## src/rtl/jtag_tap_ctrl_pkg.sv

```systemverilog
// jtag_pkg: TAP state encoding, instruction opcodes and the IR capture
// pattern shared by the TAP controller and its FSM.
// Build option: JTAG_IDCODE_EN enables the IDCODE register and opcode.
package jtag_pkg;

    typedef enum logic [3:0] {
        TLR    = 4'hF,
        RTI    = 4'hC,
        SEL_DR = 4'h7,
        CAP_DR = 4'h6,
        SH_DR  = 4'h2,
        EX1_DR = 4'h1,
        PA_DR  = 4'h3,
        EX2_DR = 4'h0,
        UPD_DR = 4'h5,
        SEL_IR = 4'h4,
        CAP_IR = 4'hE,
        SH_IR  = 4'hA,
        EX1_IR = 4'h9,
        PA_IR  = 4'hB,
        EX2_IR = 4'h8,
        UPD_IR = 4'hD
    } tap_state_t;

    // Opcodes, zero-extended to the IR width by the user; BYPASS is all ones.
    localparam int unsigned OPC_EXTEST         = 0;
    localparam int unsigned OPC_IDCODE         = 1;
    localparam int unsigned OPC_SAMPLE_PRELOAD = 2;

    // Pattern loaded into the IR shift stage in Capture-IR ({0...0,01}).
    localparam int unsigned IR_CAPTURE = 1;

endpackage

```

## src/rtl/jtag_tap_ctrl_if.sv

```systemverilog
// jtag_tap_ctrl_if: connection between the TAP controller and the
// boundary-scan register chain. The TAP is the master; the BSR cells are
// the slave side.
// Build option: JTAG_IDCODE_EN (not used in this file).
interface jtag_tap_ctrl_if;
    logic bsr_tdi;
    logic bsr_tdo;
    logic shift_dr;
    logic capture_dr;
    logic update_dr;
    logic mode;

    modport master (
        output bsr_tdi, shift_dr, capture_dr, update_dr, mode,
        input  bsr_tdo
    );

    modport slave (
        input  bsr_tdi, shift_dr, capture_dr, update_dr, mode,
        output bsr_tdo
    );
endinterface

```

## src/rtl/jtag_tap_ctrl_fsm.sv

```systemverilog
// jtag_tap_fsm: the 16-state TAP state machine. TMS is sampled on the rising
// edge of TCK; TRST (active low) forces Test-Logic-Reset asynchronously.
// next_state is exported so the controller can act on entry to TLR.
// Build option: JTAG_IDCODE_EN (not used in this file).
module jtag_tap_fsm
    import jtag_pkg::*;
(
    input  logic       TCK,
    input  logic       TRST,
    input  logic       TMS,
    output tap_state_t state,
    output tap_state_t next_state
);

    // State register with asynchronous return to Test-Logic-Reset.
    always_ff @(posedge TCK or negedge TRST) begin
        if (!TRST) begin
            state <= TLR;
        end else begin
            state <= next_state;
        end
    end

    // Standard 1149.1 transition table; the IR branch mirrors the DR branch.
    always_comb begin
        next_state = TLR;
        case (state)
            TLR:     next_state = TMS ? TLR    : RTI;
            RTI:     next_state = TMS ? SEL_DR : RTI;
            SEL_DR:  next_state = TMS ? SEL_IR : CAP_DR;
            CAP_DR:  next_state = TMS ? EX1_DR : SH_DR;
            SH_DR:   next_state = TMS ? EX1_DR : SH_DR;
            EX1_DR:  next_state = TMS ? UPD_DR : PA_DR;
            PA_DR:   next_state = TMS ? EX2_DR : PA_DR;
            EX2_DR:  next_state = TMS ? UPD_DR : SH_DR;
            UPD_DR:  next_state = TMS ? SEL_DR : RTI;
            SEL_IR:  next_state = TMS ? TLR    : CAP_IR;
            CAP_IR:  next_state = TMS ? EX1_IR : SH_IR;
            SH_IR:   next_state = TMS ? EX1_IR : SH_IR;
            EX1_IR:  next_state = TMS ? UPD_IR : PA_IR;
            PA_IR:   next_state = TMS ? EX2_IR : PA_IR;
            EX2_IR:  next_state = TMS ? UPD_IR : SH_IR;
            UPD_IR:  next_state = TMS ? SEL_DR : RTI;
            default: next_state = TLR;
        endcase
    end

endmodule

```

## src/rtl/jtag_tap_ctrl.sv

```systemverilog
// jtag_tap_ctrl: IEEE 1149.1-style TAP controller. Holds the instruction
// register, the BYPASS and (optionally) IDCODE data registers, drives the
// BSR strobes and muxes the selected register onto TDO on falling TCK.
// Build option: JTAG_IDCODE_EN adds the IDCODE register/opcode and makes
// IDCODE the reset instruction; without it the IR resets to BYPASS.
module jtag_tap_ctrl
    import jtag_pkg::*;
#(
    parameter int          IR_WIDTH     = 4,
    parameter logic [31:0] IDCODE_VALUE = 32'h1000_0001
) (
    input  logic                TCK,
    input  logic                TRST,
    input  logic                TMS,
    input  logic                TDI,
    output logic                TDO,
    output logic                tdo_en,
    output logic [3:0]          tap_state,
    output logic [IR_WIDTH-1:0] ir_value,
    jtag_tap_ctrl_if.master     bsr_bus
);

    localparam logic [IR_WIDTH-1:0] OP_EXTEST  = IR_WIDTH'(OPC_EXTEST);
    localparam logic [IR_WIDTH-1:0] OP_SAMPLE  = IR_WIDTH'(OPC_SAMPLE_PRELOAD);
    localparam logic [IR_WIDTH-1:0] OP_BYPASS  = '1;
    localparam logic [IR_WIDTH-1:0] IR_CAP_VAL = IR_WIDTH'(IR_CAPTURE);
`ifdef JTAG_IDCODE_EN
    localparam logic [IR_WIDTH-1:0] OP_IDCODE  = IR_WIDTH'(OPC_IDCODE);
    localparam logic [IR_WIDTH-1:0] IR_RESET   = OP_IDCODE;
`else
    localparam logic [IR_WIDTH-1:0] IR_RESET   = OP_BYPASS;
`endif

    tap_state_t          state;
    tap_state_t          next_state;
    logic [IR_WIDTH-1:0] ir_shift;
    logic                bypass_reg;
    logic                sel_bsr;
    logic                dr_tdo;

    jtag_tap_fsm u_fsm (
        .TCK        (TCK),
        .TRST       (TRST),
        .TMS        (TMS),
        .state      (state),
        .next_state (next_state)
    );

    // IR shift stage: capture the fixed pattern, then shift TDI in at the MSB.
    always_ff @(posedge TCK or negedge TRST) begin
        if (!TRST) begin
            ir_shift <= IR_CAP_VAL;
        end else if (state == CAP_IR) begin
            ir_shift <= IR_CAP_VAL;
        end else if (state == SH_IR) begin
            ir_shift <= {TDI, ir_shift[IR_WIDTH-1:1]};
        end
    end

    // Active instruction: reverts on entry to TLR, loads when leaving Update-IR.
    always_ff @(posedge TCK or negedge TRST) begin
        if (!TRST) begin
            ir_value <= IR_RESET;
        end else if (next_state == TLR) begin
            ir_value <= IR_RESET;
        end else if (state == UPD_IR) begin
            ir_value <= ir_shift;
        end
    end

    // One-bit bypass register: cleared on capture so the first bit out is 0.
    always_ff @(posedge TCK or negedge TRST) begin
        if (!TRST) begin
            bypass_reg <= 1'b0;
        end else if (state == CAP_DR) begin
            bypass_reg <= 1'b0;
        end else if (state == SH_DR) begin
            bypass_reg <= TDI;
        end
    end

    assign sel_bsr = (ir_value == OP_EXTEST) || (ir_value == OP_SAMPLE);

`ifdef JTAG_IDCODE_EN
    logic [31:0] id_reg;
    logic        sel_idcode;

    assign sel_idcode = (ir_value == OP_IDCODE);

    // Device ID register: load the ID on capture, shift out LSB first.
    always_ff @(posedge TCK or negedge TRST) begin
        if (!TRST) begin
            id_reg <= IDCODE_VALUE;
        end else if (state == CAP_DR) begin
            id_reg <= IDCODE_VALUE;
        end else if (state == SH_DR) begin
            id_reg <= {TDI, id_reg[31:1]};
        end
    end

    // Serial output of whichever data register the instruction selects.
    always_comb begin
        dr_tdo = bypass_reg;
        if (sel_bsr) begin
            dr_tdo = bsr_bus.bsr_tdo;
        end else if (sel_idcode) begin
            dr_tdo = id_reg[0];
        end
    end
`else
    logic unused_idcode;
    assign unused_idcode = ^IDCODE_VALUE;

    // Serial output of whichever data register the instruction selects.
    always_comb begin
        dr_tdo = bypass_reg;
        if (sel_bsr) begin
            dr_tdo = bsr_bus.bsr_tdo;
        end
    end
`endif

    // TDO changes on falling TCK and holds outside the shift states.
    always_ff @(negedge TCK or negedge TRST) begin
        if (!TRST) begin
            TDO <= 1'b0;
        end else if (state == SH_IR) begin
            TDO <= ir_shift[0];
        end else if (state == SH_DR) begin
            TDO <= dr_tdo;
        end
    end

    assign tdo_en             = (state == SH_DR) || (state == SH_IR);
    assign tap_state          = state;
    assign bsr_bus.bsr_tdi    = TDI;
    assign bsr_bus.mode       = (ir_value == OP_EXTEST);
    assign bsr_bus.shift_dr   = sel_bsr && (state == SH_DR);
    assign bsr_bus.capture_dr = sel_bsr && ((state == CAP_DR) || (state == SH_DR));
    assign bsr_bus.update_dr  = sel_bsr && (state == UPD_DR);

endmodule

```

## src/flat_wrapper.sv

```systemverilog
// flat-port wrapper written by rule: the top's interface ports become plain ports
module jtag_tap_ctrl_flat import jtag_pkg::*;
#(
    parameter int          IR_WIDTH     = 4,
    parameter logic [31:0] IDCODE_VALUE = 32'h1000_0001
)
  (TCK, TRST, TMS, TDI, TDO, tdo_en, tap_state, ir_value, bsr_bus_bsr_tdi, bsr_bus_shift_dr, bsr_bus_capture_dr, bsr_bus_update_dr, bsr_bus_mode, bsr_bus_bsr_tdo);
  jtag_tap_ctrl_if bsr_bus_i ();
  input  logic TCK;
  input  logic TRST;
  input  logic TMS;
  input  logic TDI;
  output logic TDO;
  output logic tdo_en;
  output logic [3:0] tap_state;
  output logic [IR_WIDTH-1:0] ir_value;
  output wire logic [$bits(bsr_bus_i.bsr_tdi)-1:0] bsr_bus_bsr_tdi;
  output wire logic [$bits(bsr_bus_i.shift_dr)-1:0] bsr_bus_shift_dr;
  output wire logic [$bits(bsr_bus_i.capture_dr)-1:0] bsr_bus_capture_dr;
  output wire logic [$bits(bsr_bus_i.update_dr)-1:0] bsr_bus_update_dr;
  output wire logic [$bits(bsr_bus_i.mode)-1:0] bsr_bus_mode;
  input wire logic [$bits(bsr_bus_i.bsr_tdo)-1:0] bsr_bus_bsr_tdo;
  assign bsr_bus_bsr_tdi = bsr_bus_i.bsr_tdi;
  assign bsr_bus_shift_dr = bsr_bus_i.shift_dr;
  assign bsr_bus_capture_dr = bsr_bus_i.capture_dr;
  assign bsr_bus_update_dr = bsr_bus_i.update_dr;
  assign bsr_bus_mode = bsr_bus_i.mode;
  assign bsr_bus_i.bsr_tdo = bsr_bus_bsr_tdo;
  jtag_tap_ctrl #(.IR_WIDTH(IR_WIDTH), .IDCODE_VALUE(IDCODE_VALUE)) u_core (.TCK(TCK), .TRST(TRST), .TMS(TMS), .TDI(TDI), .TDO(TDO), .tdo_en(tdo_en), .tap_state(tap_state), .ir_value(ir_value), .bsr_bus(bsr_bus_i));
endmodule
```

## config.mk

```make
export PLATFORM = sky130hd
export DESIGN_NAME = jtag_tap_ctrl_flat
export DESIGN_NICKNAME = d
export VERILOG_FILES = /design/src/rtl/jtag_tap_ctrl_pkg.sv /design/src/rtl/jtag_tap_ctrl_if.sv /design/src/rtl/jtag_tap_ctrl_fsm.sv /design/src/rtl/jtag_tap_ctrl.sv /design/src/flat_wrapper.sv
export SDC_FILE = /design/constraint.sdc
export NUM_CORES = 1
export LEC_CHECK = 0
export BUFFER_PORTS_ARGS = -buffer_cell sky130_fd_sc_hd__buf_2
export CORE_MARGIN = 4
export CORE_UTILIZATION = 45
export DETAILED_ROUTE_END_ITERATION = 16
export GPL_ROUTABILITY_DRIVEN = 0
export PLACE_DENSITY = 0.73
export SKIP_CTS_REPAIR_TIMING = 1
export SYNTH_ARGS = -nofsm -noshare
export SYNTH_HDL_FRONTEND = slang
export SYNTH_SLANG_ARGS = --single-unit
```

## constraint.sdc

```tcl
create_clock -name TCK -period 1.15 [get_ports TCK]
set_clock_uncertainty 0.1 [all_clocks]
set_input_delay 0.115 -clock TCK [delete_from_list [all_inputs] [get_ports TCK]]
set_output_delay 0.115 -clock TCK [all_outputs]
set_load 0.01 [all_outputs]
```

==> impl_metrics.ini <==
[synth]
syn_inst = 76
synth_enable_flop_cells = 0
ys_ff_latch = 14
synth_ff_type = dfstp_2
yosysSeqAreaShare_pct = 45.8
netlist_area_sq_um = 790
ys_async_sr_fraction_pct = 100
syn_area_per_cell_sq_um = 10.4
synth.net_count = 81
yosysWarnings = 0
ys_types = 29

[die]
io_pins = 20
die_h_um = 49.9
fp.dieArea_sq_um = 2490
core-area_sq_um = 1580
initial_utilization_pct = 50.1
die_x_um = 49.9
rows = 14

[power_and_ir_drop]
power.leakage_nw = 0.666
power.density_nw_per_um2 = 3180
ir_worst_vdd_mv = 1.81

[final_layout]
final_common_cell = buf_4
final_area_sq_um = 1380
nNetsFinal = 132
top_regs = u_core.ir_shift (4), u_core.ir_value (4), u_core.u_fsm.state (4)
drive_above_1_share_pct = 66.7
fill_cells = 63
fin_cells = 142
fin_util_pct = 87.7
insertedDiodeCount = 0
final_cell_mix = buf_4 (16), buf_6 (15), buf_2 (12), nand2_1 (10), dfstp_2 (9)
area_delta_synth_final_pct = 75.1

[global_route]
grt_use_total_pct = 14.6
grt_pass1_wl_um = 2790
antenna_found_initial = 0
grt_max_degree = 16
first_global_vias = 612
grt-ovfl-total = 0

[routing]
drtIter0Drc = 55
vias = 839
vias_per_cell = 5.91
drc = 0
finalWirelength_um = 2940
dr.pass1.iters = 4
ant_nets = 0
wire_per_inst_um = 20.7

[timing]
hold_viol = 0
setup_tns_ns = -8.30
relSlewSlack_pct = 78.9
rsz0062_at_grt = yes
whs_ns = 0.00400
slew_violations = 0
setup_ws_ns = -0.686
tightest_slew_ns = 0.315
setup_violations = 27

[setup_path]
cp_num_buf_inv = 0
max_stage_delay_ns = 0.59
end_kind = register
slowest_stage = dfstp_2
crit_required_ns = 0.61
path_cells = nor3_2 > a211oi_2 > o41ai_2
cp_top_family = flip-flops
critPathMaxFanout = 4
cp.arrival_ns = 1.29
critPathKind = register to register
critPathLaunchType = register

[worst_hold_path]
hold_class = input port to register

[place]
place_inst = 117
post_dp_cell_area_sq_um = 950
portBuffers = 19

[outcome]
status = complete, but fails checks
violations = setup timing

[clocking]
path_clk_slew_ns = 0.09
cts_tree = yes
cts-root-buf = clkbuf_4
insertion_delay_ns = 0.29
numCtsBuffers = 3
clock_path_buffers = 2
cts_htree_levels = 1
clock_sinks = 14

[job]
cap_violations = 0
==> synthesized netlist by cell type, types with 3 or more instances <==
library cell | number | area (sq um)
nand2_1 | 11 | 41.3
buf_6 | 3 | 33.8
o21ai_0 | 8 | 40.0
dfrtp_1 | 4 | 100
dfstp_2 | 9 | 236
nor2_1 | 5 | 18.8
nor2b_1 | 3 | 18.8
mux2i_1 | 4 | 40.0
nand2b_1 | 5 | 31.3
==> per-layer routing <==
metal  track usage, %  wire length (um)
met4             5.53                69
met2             23.1              1430
met5                0                 0
met1             19.1              1210
met3             3.61               218
==> tightest hold or removal path, stage by stage <==
cell,delay (ns)
buf_2,0.12
nand2b_4,0.07
o21ai_1,0.05
==> final timing paths <==
check                                         from                  to  slack, ns  cells past startpoint
worst max-delay path            u_core.ir_value[0]          u_core.TDO      -0.69                      3
worst min-delay path                           TDI  u_core.ir_shift[3]      0.004                      3
worst max register to register  u_core.ir_value[0]          u_core.TDO      -0.69                      3
worst min register to register  u_core.ir_shift[1]  u_core.ir_shift[1]       0.45                      2
max in group asynchronous                     TRST          u_core.TDO       0.25                      2
min in group asynchronous                     TRST   u_core.bypass_reg       0.30                      3
==> through the flow <==
stage                     power [mW]  setup WS, ns
after floorplan                 2.07        -0.658
after global placement          2.48        -0.602
after detailed placement        2.56        -0.660
after CTS                       2.91        -0.673
after global routing            4.61        -0.722
final                           4.40        -0.686
==> area by class of cell <==
class                           instances  area (sq um)  share of cell area, %
Clock buffer                            4          36.3                   2.62
Sequential cell                        14           362                   26.2
Multi-Input combinational cell         57           470                   34.0
Tap cell                               16          20.0                   1.45
Timing Repair Buffer                   51           494                   35.7
==> cells by family (layout without fill, tap and decap cells) <==
logic type	Yosys count	in the layout	synth area share, %
muxes	5	5	6.50
and+or+nand+nor	34	34	25.0
AOI/OAI and AO/OA	18	18	16.5
DFF	14	14	45.8
buffers and inverters	5	55	6.18
==> where the power goes <==
part	leakage [nW]	switching (mW)	total, mW	internal [mW]
combinational	0.484	1.25	2.91	1.66
sequential	0.161	0.281	1.12	0.840
clock	0.0210	0.171	0.363	0.193
(Power assumes the default switching activity.)
